==> config.mk <==
export PLATFORM = sky130hd
export DESIGN_NAME = logic_gates_bist
export DESIGN_NICKNAME = d
export VERILOG_FILES = /design/src/rtl/logic_gates_bist_pkg.sv /design/src/rtl/logic_gates_bist_gates.sv /design/src/rtl/logic_gates_bist.sv
export SDC_FILE = /design/constraint.sdc
export NUM_CORES = 1
export LEC_CHECK = 0
export ABC_AREA = 1
export CELL_PAD_IN_SITES_DETAIL_PLACEMENT = 1
export CELL_PAD_IN_SITES_GLOBAL_PLACEMENT = 2
export CORE_MARGIN = 4
export CORE_UTILIZATION = 31
export DETAILED_ROUTE_END_ITERATION = 12
export GPL_TIMING_DRIVEN = 0
export HOLD_SLACK_MARGIN = 0.08
export PLACE_DENSITY_LB_ADDON = 0.1
export SYNTH_ARGS = -nofsm -noshare
export SYNTH_HDL_FRONTEND = slang
export SYNTH_SLANG_ARGS = --single-unit
export TNS_END_PERCENT = 10
==> constraint.sdc <==
create_clock -name clk -period 2.3 [get_ports clk]
set_input_delay 0.46 -clock clk [delete_from_list [all_inputs] [get_ports clk]]
set_output_delay 0.46 -clock clk [all_outputs]
set_load 0.005 [all_outputs]
==> src/rtl/logic_gates_bist_pkg.sv <==
// Shared definitions for the logic-gate BIST: FSM encoding, output bit order,
// error counter sizing and the golden truth-table function.
package logic_gates_bist_pkg;

    typedef enum logic [1:0] {
        ST_IDLE  = 2'd0,
        ST_APPLY = 2'd1,
        ST_CHECK = 2'd2,
        ST_DONE  = 2'd3
    } state_e;

    localparam int GATE_W = 7;
    localparam int ERR_W  = 4;

    localparam logic [ERR_W-1:0] ERR_MAX  = '1;
    localparam logic [ERR_W-1:0] ERR_ZERO = '0;
    localparam logic [ERR_W-1:0] ERR_ONE  = ERR_W'(1);

    // Bit positions of each gate in the packed 7-bit result word.
    localparam int BIT_AND  = 6;
    localparam int BIT_OR   = 5;
    localparam int BIT_NAND = 4;
    localparam int BIT_NOR  = 3;
    localparam int BIT_NOTB = 2;
    localparam int BIT_XOR  = 1;
    localparam int BIT_XNOR = 0;

    function automatic logic [GATE_W-1:0] golden_vec(input logic a, input logic b);
        logic [GATE_W-1:0] r;
        r           = '0;
        r[BIT_AND]  = a & b;
        r[BIT_OR]   = a | b;
        r[BIT_NAND] = ~(a & b);
        r[BIT_NOR]  = ~(a | b);
        r[BIT_NOTB] = ~b;
        r[BIT_XOR]  = a ^ b;
        r[BIT_XNOR] = ~(a ^ b);
        return r;
    endfunction

    function automatic logic [ERR_W-1:0] sat_inc(input logic [ERR_W-1:0] v);
        return (v == ERR_MAX) ? v : v + ERR_ONE;
    endfunction

endpackage

==> src/rtl/logic_gates_bist_gates.sv <==
// The gate block under test: seven basic two-input (and one single-input) gates.
module logic_gates (
    input  logic a,
    input  logic b,
    output logic and_out,
    output logic or_out,
    output logic nand_out,
    output logic nor_out,
    output logic notb_out,
    output logic xor_out,
    output logic xnor_out
);

    assign and_out  = a & b;
    assign or_out   = a | b;
    assign nand_out = ~(a & b);
    assign nor_out  = ~(a | b);
    assign notb_out = ~b;
    assign xor_out  = a ^ b;
    assign xnor_out = ~(a ^ b);

endmodule

==> src/rtl/logic_gates_bist.sv <==
// Exhaustive 4-vector self-test of the logic_gates block, repeated PASSES times,
// reporting error count, first failing vector and the first failing bit mask.
module logic_gates_bist
    import logic_gates_bist_pkg::*;
#(
    parameter int HOLD_CYCLES = 2,
    parameter int PASSES      = 1
) (
    input  logic              clk,
    input  logic              rst,
    input  logic              start,
    input  logic [GATE_W-1:0] inj_mask,
    output logic              a_o,
    output logic              b_o,
    output logic              busy,
    output logic              done,
    output logic              pass_flag,
    output logic [ERR_W-1:0]  err_count,
    output logic [1:0]        fail_vec,
    output logic [GATE_W-1:0] fail_mask
);

    localparam logic [3:0] HOLD_LAST  = 4'(HOLD_CYCLES - 1);
    localparam logic [2:0] SWEEP_LAST = 3'(PASSES - 1);

    state_e             state_q;
    logic [1:0]         vec_q;
    logic [3:0]         hold_q;
    logic [2:0]         sweep_q;
    logic               busy_q;
    logic               done_q;
    logic               pass_q;
    logic [ERR_W-1:0]   err_q;
    logic [1:0]         fail_vec_q;
    logic [GATE_W-1:0]  fail_mask_q;

    logic [GATE_W-1:0]  gate_raw;
    logic [GATE_W-1:0]  golden_d;
    logic [GATE_W-1:0]  diff_d;
    logic               mismatch_d;
    logic [ERR_W-1:0]   err_inc_d;

    // Gates are driven straight from the registered vector so a_o/b_o and the
    // gate inputs always agree.
    logic_gates u_gates (
        .a        (vec_q[1]),
        .b        (vec_q[0]),
        .and_out  (gate_raw[BIT_AND]),
        .or_out   (gate_raw[BIT_OR]),
        .nand_out (gate_raw[BIT_NAND]),
        .nor_out  (gate_raw[BIT_NOR]),
        .notb_out (gate_raw[BIT_NOTB]),
        .xor_out  (gate_raw[BIT_XOR]),
        .xnor_out (gate_raw[BIT_XNOR])
    );

    assign golden_d = golden_vec(vec_q[1], vec_q[0]);

    generate
        for (genvar gi = 0; gi < GATE_W; gi++) begin : g_diff
            assign diff_d[gi] = gate_raw[gi] ^ inj_mask[gi] ^ golden_d[gi];
        end
    endgenerate

    assign mismatch_d = |diff_d;
    assign err_inc_d  = sat_inc(err_q);

    always_ff @(posedge clk) begin
        if (rst) begin
            state_q     <= ST_IDLE;
            vec_q       <= 2'd0;
            hold_q      <= 4'd0;
            sweep_q     <= 3'd0;
            busy_q      <= 1'b0;
            done_q      <= 1'b0;
            pass_q      <= 1'b0;
            err_q       <= ERR_ZERO;
            fail_vec_q  <= 2'd0;
            fail_mask_q <= '0;
        end else begin
            done_q <= 1'b0;
            case (state_q)
                ST_IDLE: begin
                    if (start) begin
                        state_q     <= ST_APPLY;
                        busy_q      <= 1'b1;
                        vec_q       <= 2'd0;
                        hold_q      <= 4'd0;
                        sweep_q     <= 3'd0;
                        pass_q      <= 1'b0;
                        err_q       <= ERR_ZERO;
                        fail_vec_q  <= 2'd0;
                        fail_mask_q <= '0;
                    end
                end
                ST_APPLY: begin
                    if (hold_q == HOLD_LAST) begin
                        hold_q  <= 4'd0;
                        state_q <= ST_CHECK;
                    end else begin
                        hold_q <= hold_q + 4'd1;
                    end
                end
                ST_CHECK: begin
                    if (mismatch_d) begin
                        err_q <= err_inc_d;
                        if (err_q == ERR_ZERO) begin
                            fail_vec_q  <= vec_q;
                            fail_mask_q <= diff_d;
                        end
                    end
                    if (vec_q != 2'd3) begin
                        vec_q   <= vec_q + 2'd1;
                        state_q <= ST_APPLY;
                    end else if (sweep_q != SWEEP_LAST) begin
                        vec_q   <= 2'd0;
                        sweep_q <= sweep_q + 3'd1;
                        state_q <= ST_APPLY;
                    end else begin
                        // The final compare lands in err_q on this same edge,
                        // so the verdict must fold it in directly.
                        state_q <= ST_DONE;
                        busy_q  <= 1'b0;
                        done_q  <= 1'b1;
                        pass_q  <= (err_q == ERR_ZERO) && !mismatch_d;
                    end
                end
                ST_DONE: begin
                    state_q <= ST_IDLE;
                end
                default: begin
                    state_q <= ST_IDLE;
                end
            endcase
        end
    end

    assign a_o       = vec_q[1];
    assign b_o       = vec_q[0];
    assign busy      = busy_q;
    assign done      = done_q;
    assign pass_flag = pass_q;
    assign err_count = err_q;
    assign fail_vec  = fail_vec_q;
    assign fail_mask = fail_mask_q;

endmodule

==> results of run 1 <==
## per-layer routing
layer,routed length [µm],GRT usage,vias up
li1,-,-,703
met1,1800,0.170,658
met2,1990,0.260,18
met3,92,0.0222,4
met4,42,0.0435,0
met5,0,0,-
## flip-flops by register name (all words and copies together), names as in the netlist
name,flops
fail_vec,2
state_q,2
hold_q,4
pass_flag,1
busy,1
sweep_q,3
fail_mask,7
vec_q,2
done,1
err_count,4
## area by class of cell
type,instances,area [µm²],area share
plain buffers,6,53.8,0.0290
clock buffers,4,45.0,0.0243
repair buffers,27,270,0.146
inverters,20,75.1,0.0405
well taps,52,65.1,0.0351
multi-input cells,150,803,0.433
flip-flops and latches,27,541,0.292
## power by group
part	total, µW	switching [µW]	internal, µW
clock	272	147	124
combinational	254	136	118
sequential	523	24.0	499
total	1050	307	741
## cell usage in the layout (no fill, tap or decap), drive strengths merged
cell type | netlist | final
a211oi | 1 | 1
nor3 | 1 | 1
nor3b | 1 | 1
nor2 | 41 | 41
nand3b | 1 | 1
nand2 | 52 | 52
clkdlybuf4s50 | 0 | 27
clkbuf | 2 | 6
a21oi | 13 | 13
buf | 4 | 4
inv | 20 | 20
nand4 | 3 | 3
o31ai | 1 | 1
nand3 | 14 | 14
dfxtp | 27 | 27
and2 | 1 | 1
o21a | 1 | 1
ha | 8 | 8
o21ai | 9 | 9
xor2 | 2 | 2
or2 | 1 | 1
## kinds of logic after synthesis
group,after synthesis
adders and majority gates,8
xor gates and xnor gates,2
and+or+nand+nor,115
DFF,27
AOI/OAI and AO/OA,25
buffers and inverters,26
## cell usage after synthesis
cell type	count	area, µm²
a211oi_1	1	7.51
a21oi_1	12	60.1
a21oi_4	1	16.3
and2_4	1	8.76
buf_12	1	20.0
buf_4	2	15.0
buf_6	1	11.3
clkbuf_1	2	7.51
dfxtp_1	27	541
ha_1	8	100
inv_1	19	71.3
inv_2	1	3.75
nand2_1	50	188
nand2_2	1	6.26
nand2_4	1	11.3
nand3_1	14	70.1
nand3b_1	1	7.51
nand4_1	3	18.8
nor2_1	22	82.6
nor2_2	19	119
nor3_1	1	5.00
nor3b_1	1	7.51
o21a_1	1	7.51
o21ai_0	8	40.0
o21ai_4	1	16.3
o31ai_1	1	7.51
or2_2	1	6.26
xor2_1	2	17.5
## stage by stage
step | hold slack [ns] | power (µW)
2_1_floorplan | 0.462 | 688
4_1_cts | 0.490 | 1080
3_3_place_gp | 0.457 | 782
5_1_grt | 0.514 | 1120
3_5_place_dp | 0.465 | 793
6_report | 0.482 | 1050
## critical path, cell delays in order
cell and delay [ns]:
clkdlybuf4s50_1 0.49, o21ai_0 0.50, inv_1 0.18, nand2_1 0.12, xor2_1 0.16, nor2_1 0.05
## worst max path at each step
stage          cells after the start  slack, ns                        end                       from
6_report                           6       0.49     hold_q[2]$_SDFFE_PP0P_                      start
5_1_grt                            6       0.35     hold_q[2]$_SDFFE_PP0P_                      start
4_1_cts                            1       0.51               err_count[0]  err_count[0]$_SDFFE_PP0P_
3_5_place_dp                       6       0.21     hold_q[2]$_SDFFE_PP0P_                      start
3_3_place_gp                       6       0.29     hold_q[2]$_SDFFE_PP0P_                      start
2_1_floorplan                      8       0.95  fail_mask[1]$_SDFFE_PP0P_  err_count[0]$_SDFFE_PP0P_
==> flow_summary.toml, run 1 <==
[sta]
skew_ns = 0.00712
rsz0062_at_grt = "no"
slew_headroom = 0.623
setup_violations = 0
layout_setup_ws_ns = 0.485
max_clock_freq_mhz = 551
hold_viol = 0
tightest_slew_ns = 0.560
finalCriticalPeriod_ns = 1.81
fin_setup_tns_ns = 0
drv_slew = 0
period_share = 0.789

[detailed_routing]
drtIter0Drc = 87
drtPass1Iterations = 4
wire_per_inst_um = 13.7
viasPerCell = 4.84
drt_wl_total_mm = 3.93
final_antenna_net_count = 0
remaining_drc_errors = 0
vias = 1383

[layout]
final_core_util = 0.414
final_cells = 286
design_area_um2 = 1850
layout.nets = 253
drive_gt1_frac = 0.141
fill_cells = 575
synthToLayoutAreaGrowth_pct = 25.8
n_antenna_cell = 0

[global_route]
grt_max_degree = 15
antenna_found_initial = 0
grt_remaining_overflow = 0
grt_pass1_vias = 1542
grtUsageTotal = 0.143
grt_pass1_wl_mm = 6.93

[place]
port_buffers = 27
placed_cells = 282
placed_cell_area_um2 = 1810
dpl.hpwl_mm = 3.05
dp_slack_ns = 0.207
gp_congestion = 0.719

[clock_tree]
cts_sinks = 27
h-tree-depth = 1
cts_made_buffers = 3
cts_setup_buffers = 0
cts_tree = "yes"
cts.reportedPaths.clkPinSlew_ns = 0.09
clock_latency_ns = 0.27
post_cts_resized = 0
cts_root_buffer = "clkbuf_8"
cts_buffer_depth = 2
cts_hold_buffers = 0

[setup_path]
worstReg2RegEnd = "fail_vec[1]$_SDFFE_PP0P_"
cp_max_fo = 5
end_kind = "register"
crit_type = "in2reg"
ff2ff_setup_slack_ns = 0.77
critPathLaunchType = "input port"
arrival_ns = 1.98
reg2regPathDepth = 8
r2r_start = "err_count[0]$_SDFFE_PP0P_"
crit_required_ns = 2.46

[yosys]
ys_warn_count = 0
synthCells = 203
synth_compound_area_frac = 0.105
yosysSeqAreaShare = 0.367
synth_area_um2 = 1470
synth_top_family_by_area = "simple AND/OR/NAND/NOR gates"
avgSynthCellArea_um2 = 7.25
synth.area.mux_share = 0
synthSimpleGateAreaFrac = 0.360
synthAdderAreaFrac = 0.0680
ys_seq_elements = 27
synth_nets = 221
synth_xor_xnor_area_share = 0.0119
ys_types = 28

[floorplanning]
dieArea_um2 = 5920
core_um2 = 4470
io-pin-count = 28
die_w_um = 76.9
rows = 24
start_util = 0.329
die_y_um = 76.9

[status]
status = "finished clean"

[min_path]
hp-class = "reg2reg"
min-delay-start = "fail_mask[3]$_SDFFE_PP0P_"
hold-path-endpoint = "fail_mask[3]$_SDFFE_PP0P_"
hold-path-cell-count = 2

[power_and_ir_drop]
power_leakage_uw = 0.000750
powerDensity_nw_per_um2 = 566
vdd_drop_max_uv = 293

[run]
maxCapViolations = 0
Power figures use the tool's default switching activity.
==> inputs of run 2 (changes only) <==
--- a/config.mk
+++ b/config.mk
@@ -9,7 +9,7 @@
 export CELL_PAD_IN_SITES_DETAIL_PLACEMENT = 1
 export CELL_PAD_IN_SITES_GLOBAL_PLACEMENT = 2
 export CORE_MARGIN = 4
-export CORE_UTILIZATION = 31
+export CORE_UTILIZATION = 26
 export DETAILED_ROUTE_END_ITERATION = 12
 export GPL_TIMING_DRIVEN = 0
 export HOLD_SLACK_MARGIN = 0.08
==> constraint.sdc (replaced) <==
create_clock -name clk -period 1.6 [get_ports clk]
set_input_delay 0.32 -clock clk [delete_from_list [all_inputs] [get_ports clk]]
set_output_delay 0.32 -clock clk [all_outputs]
set_load 0.005 [all_outputs]
==> run 2 against run 1 <==
Sequential power up 44%. Clock power rose by 47%. Final area rose by 2.2%. Count of clock-buffer cells in the layout is the same. Combinational power up 44%. Sequential cell count did not move. Clock skew hardly changed. Via count down 2.0%. Wire length fell by 0.64%. First-iteration DRC count shrank 62%. Highest routed layer unchanged. Utilization shrank 7.0 points. Global-route usage down 2.6 points.
==> flow_summary.toml, run 2 (synthesis gave the netlist of run 1 again) <==
[layout]
final_core_util = 0.344
final_common_cell = "nand2_1"
synthToLayoutAreaGrowth_pct = 28.5
design_area_um2 = 1890
layout.nets = 253
drive_gt1_frac = 0.167
n_antenna_cell = 0
final_cells = 306
largest_register_ffs = 7
layout_common_cells = "50 x nand2_1, 26 x clkdlybuf4s50_1, 22 x dfxtp_1, 21 x nor2_1, 20 x nor2_2"

[power_and_ir_drop]
p_int_uw = 1070
comb_power_share = 0.241
vdd_drop_max_uv = 327
powerDensity_nw_per_um2 = 801
p_sw_uw = 450
p_seq_frac = 0.496
power_frac_clock = 0.263
power_leakage_uw = 0.000764
switching_share = 0.297

[sta]
max_clock_freq_mhz = 653
rsz0062_at_grt = "yes"
slew_headroom = 0.653
setup_violations = 0
tightest_slew_ns = 0.521
skew_ns = 0.00703
hold_viol = 0
drv_slew = 0
period_share = 0.958
finalCriticalPeriod_ns = 1.53

[floorplanning]
dieArea_um2 = 6930
die_y_um = 83.3
core_um2 = 5510
io-pin-count = 28
die_w_um = 83.3
start_util = 0.267
rows = 27

[clock_tree]
cts.reportedPaths.clkPinSlew_ns = 0.10
cts_made_buffers = 3
cts_tree = "yes"
h-tree-depth = 1
cts_setup_buffers = 0
clock_latency_ns = 0.27
cts_sinks = 27
cts_root_buffer = "clkbuf_8"
cts_buffer_depth = 2

[global_route]
grtUsageTotal = 0.117
grt_pass1_wl_mm = 6.80
grt_max_degree = 15
grt_remaining_overflow = 0
grt_pass1_vias = 1483
antenna_found_initial = 0

[detailed_routing]
highest_layer = "met4"
met2_length_mm = 1.87
drt-met1-wl_mm = 1.88
drt_wl_total_mm = 3.91
drtIter0Drc = 33
route.met3.wl_um = 116
vias = 1356
drtPass1Iterations = 4
viasPerCell = 4.43
wire_per_inst_um = 12.8
remaining_drc_errors = 0
final_antenna_net_count = 0

[min_path]
min-delay-start = "busy$_SDFFE_PP0P_"
hp-class = "reg2reg"
hold-path-endpoint = "busy$_SDFFE_PP0P_"
hold-path-cell-count = 2

[setup_path]
end_kind = "output pin"
r2r_start = "err_count[0]$_SDFFE_PP0P_"
path_delay_family = "buffers and inverters"
slowest_delay_ns = 0.52
reg2regPathDepth = 8
crit_required_ns = 1.28
path_cells = "clkdlybuf4s50_1"
arrival_ns = 1.21
path_buf_inv = 1
ff2ff_setup_slack_ns = 0.14
cp-startpoint = "err_count[0]$_SDFFE_PP0P_"
worstReg2RegEnd = "fail_mask[2]$_SDFFE_PP0P_"
critPathLaunchType = "register"
crit_type = "reg2out"
cp_slowest_cell = "clkdlybuf4s50_1"
cp_max_fo = 7

[place]
port_buffers = 27
gp_congestion = 0.725
placed_cell_area_um2 = 1830
placed_cells = 302
dpl.hpwl_mm = 3.08

[status]
status = "finished clean"

[run]
maxCapViolations = 0
-- run 2: cell count changes in the layout (fill, tap and decap cells not counted), sizes merged --
cell and change:
dlymetal6s2s +1, clkdlybuf4s50 -1
-- run 2: worst reg2reg max path: stages, from the launching register on --
cell     delay, ns
dfxtp_2       0.38
inv_1         0.07
ha_1          0.13
nand2_1       0.09
a21oi_4       0.28
and2_4        0.22
buf_12        0.13
nor2_2        0.04
nor2_2        0.07
-- run 2: power groups by stage --
| stage | clock network, µW | registers (µW) | logic [µW] |
|---|---|---|---|
| finish | 399 | 752 | 365 |
| global route | 447 | 758 | 418 |
| CTS | 425 | 752 | 376 |
| detailed placement | 0 | 768 | 374 |
| global placement | 0 | 765 | 362 |
| floorplan | 0 | 765 | 223 |
-- run 2: per-stage QoR --
step / setup TNS (ns) / setup slack, ns / hold WS, ns / total power (µW)
6_report: 0 / 0.0674 / 0.478 / 1520
3_3_place_gp: -3.30 / -0.303 / 0.457 / 1130
2_1_floorplan: 0 / 0.249 / 0.389 / 988
3_5_place_dp: -4.39 / -0.354 / 0.467 / 1140
5_1_grt: -0.00559 / -0.00559 / 0.518 / 1620
4_1_cts: 0 / 0.0232 / 0.487 / 1550
-- run 2: worst max-delay path by stage --
stage,to,cells after the start
global placement,hold_q[2]$_SDFFE_PP0P_,6
CTS,b_o,1
global route,fail_mask[5]$_SDFFE_PP0P_,8
finish,err_count[0],1
detailed placement,hold_q[2]$_SDFFE_PP0P_,6
floorplan,fail_mask[1]$_SDFFE_PP0P_,8
-- run 2: timing repair --
action | in CTS | in global routing
setup endpoints to repair | 5 | 10
hold buffers | 0 | 0
resized for setup | 4 | 5
-- run 2: layout make-up --
class / instances / area [µm²]
fill: 700 / 3610
buffer: 6 / 57.6
tap: 72 / 90.1
timing repair buffer: 27 / 273
inverter: 20 / 75.1
clock buffer: 4 / 45.0
multi-input combinational: 150 / 806
sequential: 27 / 547
-- run 2: layer usage --
metal  GRT usage  up-vias
li1            -      701
met1       0.147      628
met2       0.201       23
met3      0.0228        4
met4      0.0312        0
met5           0        -
==> inputs of run 3 (changes only) <==
--- a/config.mk
+++ b/config.mk
@@ -8,7 +8,7 @@
 export ABC_AREA = 1
 export CELL_PAD_IN_SITES_DETAIL_PLACEMENT = 1
 export CELL_PAD_IN_SITES_GLOBAL_PLACEMENT = 2
-export CORE_MARGIN = 4
+export CORE_MARGIN = 2
 export CORE_UTILIZATION = 26
 export DETAILED_ROUTE_END_ITERATION = 12
 export GPL_TIMING_DRIVEN = 0
@@ -16,5 +16,6 @@
 export PLACE_DENSITY_LB_ADDON = 0.1
 export SYNTH_ARGS = -nofsm -noshare
 export SYNTH_HDL_FRONTEND = slang
+export SYNTH_HIERARCHICAL = 1
 export SYNTH_SLANG_ARGS = --single-unit
 export TNS_END_PERCENT = 10
==> run 3 against run 2 <==
The flow now finishes with violations (negative setup slack). Power is 21% higher. Hold slack got worse by 0.0045 ns. Non-clock buffer count is 12 higher. Die area is 6.7% higher. Synthesized area is 19% higher. Synthesized cell count is 32% higher. Final area up 35%. Critical path depth up 13. Combinational power rose by 76%.
==> flow_summary.toml, run 3 <==
[status]
status = "finished, violations left"
violations = "negative setup slack"

[setup_path]
arrival_ns = 1.99
r2r_start = "vec_q[0]$_SDFFE_PP0P_"
crit_required_ns = 1.78
cp_slowest_cell = "dfxtp_4"
path_delay_family = "simple AND/OR/NAND/NOR gates"
cp_max_fo = 8
path_cells = "inv_4 > ha_4 > inv_4 > inv_4 > nand2_2 > nand3_2 > nand2_2 > inv_2 > nand2_2 > nor2_4 > nand2_4 > clkbuf_16 > a21oi_2 > nor2_1"
crit_type = "reg2reg"
reg2regPathDepth = 14
path_depth = 14
ff2ff_setup_slack_ns = -0.21
path_buf_inv = 5
critPathLaunchType = "register"
end_kind = "register"
worstReg2RegEnd = "fail_mask[0]$_SDFFE_PP0P_"
slowest_delay_ns = 0.40

[layout]
synthToLayoutAreaGrowth_pct = 45.6
layout_common_cells = "62 x nand2_1, 33 x inv_1, 25 x clkdlybuf4s50_1, 22 x nand3_1, 21 x nor2_1"
largest_register_ffs = 7
layout.nets = 336
final_common_cell = "nand2_1"
fill_cells = 780
design_area_um2 = 2550
multi_input_area_um2 = 1220
n_antenna_cell = 0
drive_gt1_frac = 0.282
regArea_um2 = 557

[clock_tree]
clock_latency_ns = 0.28
cts_made_buffers = 3
cts_root_buffer = "clkbuf_8"
cts_buffer_depth = 2
h-tree-depth = 1
cts.reportedPaths.clkPinSlew_ns = 0.10
cts_sinks = 27
cts_hold_buffers = 0
cts_tree = "yes"

[yosys]
ys_top_cells_by_count = "72 x nand2_1, 42 x inv_1, 30 x nand3_1"
synth_most_common_cell = "nand2_1"
ys.flop_type = "dfxtp_1"
synthCells = 268
ys_seq_elements = 27
avgSynthCellArea_um2 = 6.53
netlist.top_cell.by_area = "dfxtp_1"
async_flop_share = 0
ys_types = 28
synth_nets = 291
ys_warn_count = 6
synth_area_um2 = 1750
yosysSeqAreaShare = 0.309
synth_edf_count = 0
synth_area_leaders = "dfxtp_1 31%, nand2_1 15%, ha_1 9.3%"
synth_top_area_frac = 0.309

[power_and_ir_drop]
powerDensity_nw_per_um2 = 720
p_int_uw = 1200
switching_share = 0.345
power_leakage_uw = 0.00112
power_frac_clock = 0.219
comb_power_share = 0.350
p_seq_frac = 0.431
p_sw_uw = 632
vdd_drop_max_uv = 463

[global_route]
grt_pass1_wl_mm = 8.32
antenna_found_initial = 0
grtUsageTotal = 0.141
grt_max_degree = 16
grt_pass1_vias = 1820
grt_remaining_overflow = 0

[detailed_routing]
drtIter0Drc = 43
route.met3.wl_um = 109
drtPass1Iterations = 4
drt-met1-wl_mm = 2.35
highest_layer = "met4"
final_antenna_net_count = 0
remaining_drc_errors = 0
viasPerCell = 4.63
met2_length_mm = 2.44
vias = 1800
drt_wl_total_mm = 4.93
wire_per_inst_um = 12.7

[sta]
rsz0062_at_grt = "yes"
setup_violations = 14
worst_hold_slack_ns = 0.473
skew_ns = 0.00488
period_share = 1.13
drv_slew = 0
max_clock_freq_mhz = 553
tightest_slew_ns = 0.513
slew_headroom = 0.658
layout_setup_ws_ns = -0.210
finalCriticalPeriod_ns = 1.81
hold_viol = 0

[floorplanning]
core_um2 = 6420
rows = 29
start_util = 0.272
die_w_um = 86.0
dieArea_um2 = 7400
die_y_um = 86.0
io-pin-count = 28

[run]
maxCapViolations = 0

[place]
dpl.hpwl_mm = 3.69
placed_cell_area_um2 = 2190
port_buffers = 27
gp_congestion = 0.775

[min_path]
hold-path-endpoint = "busy$_SDFFE_PP0P_"
hold-path-cell-count = 2
hp-class = "reg2reg"
min-delay-start = "busy$_SDFFE_PP0P_"
run 3: power by group through the flow:
stage	Combinational, µW	Sequential, µW	Clock [µW]
CTS	603	790	429
global placement	553	808	0
global route	733	800	464
floorplan	356	800	0
detailed placement	560	808	0
finish	642	790	401
run 3: timing repair:
| item | in CTS | in global routing |
|---|---|---|
| gates cloned | 1 | 1 |
| setup buffers | 9 | 2 |
| endpoints found under the setup margin | 21 | 24 |
| pin swaps | 5 | 14 |
| resized for setup | 22 | 39 |
run 3: worst max-delay path by stage:
| stage | from | endpoint | slack, ns |
|---|---|---|---|
| after floorplan | vec_q[0]$_SDFFE_PP0P_ | fail_mask[0]$_SDFFE_PP0P_ | -0.09 |
| after global placement | start | err_count[0]$_SDFFE_PP0P_ | -0.68 |
| after detailed placement | start | err_count[0]$_SDFFE_PP0P_ | -0.67 |
| after CTS | vec_q[0]$_SDFFE_PP0P_ | err_count[0]$_SDFFE_PP0P_ | -0.21 |
| after global routing | vec_q[0]$_SDFFE_PP0P_ | fail_mask[5]$_SDFFE_PP0P_ | -0.33 |
| final | vec_q[0]$_SDFFE_PP0P_ | fail_mask[0]$_SDFFE_PP0P_ | -0.21 |
run 3: logic make-up after synthesis:
group	after synthesis	synth area share
and+or+nand+nor	141	0.349
buffers and inverters	48	0.120
AOI/OAI and AO/OA	37	0.119
DFF	27	0.309
adders and majority gates	13	0.0930
xor gates and xnor gates	2	0.0100
run 3: metrics by stage:
step / std cells / TNS (ns) / total power (µW) / util / setup WS [ns]
final: 389 / -2.52 / 1830 / 0.396 / -0.210
after global routing: 389 / -4.17 / 2000 / 0.396 / -0.329
after CTS: 386 / -2.63 / 1820 / 0.369 / -0.211
after detailed placement: 372 / -9.84 / 1370 / 0.341 / -0.667
after global placement: 372 / -9.55 / 1360 / 0.341 / -0.681
after floorplan: 268 / -1.05 / 1160 / - / -0.0906
run 3: worst reg2reg max path, cell delays in order, from the launching register on:
cell and delay (ns):
dfxtp_4 0.40, inv_4 0.06, ha_4 0.29, inv_4 0.05, inv_4 0.05, nand2_2 0.04
nand3_2 0.06, nand2_2 0.07, inv_2 0.05, nand2_2 0.06, nor2_4 0.12, nand2_4 0.12
clkbuf_16 0.19, a21oi_2 0.12, nor2_1 0.04
run 3: routing by layer:
metal / GRT usage / up-vias
li1: - / 941
met1: 0.180 / 841
met2: 0.249 / 16
met3: 0.0231 / 2
met4: 0.0303 / 0
met5: 0 / -
run 3: cell type report:
class | instances | share of cell area
tap | 77 | 0.0378
buffer | 5 | 0.0226
clock inverter | 1 | 0.00197
clock buffer | 3 | 0.0162
multi-input combinational | 193 | 0.480
inverter | 43 | 0.0663
timing repair buffer | 40 | 0.156
sequential | 27 | 0.219
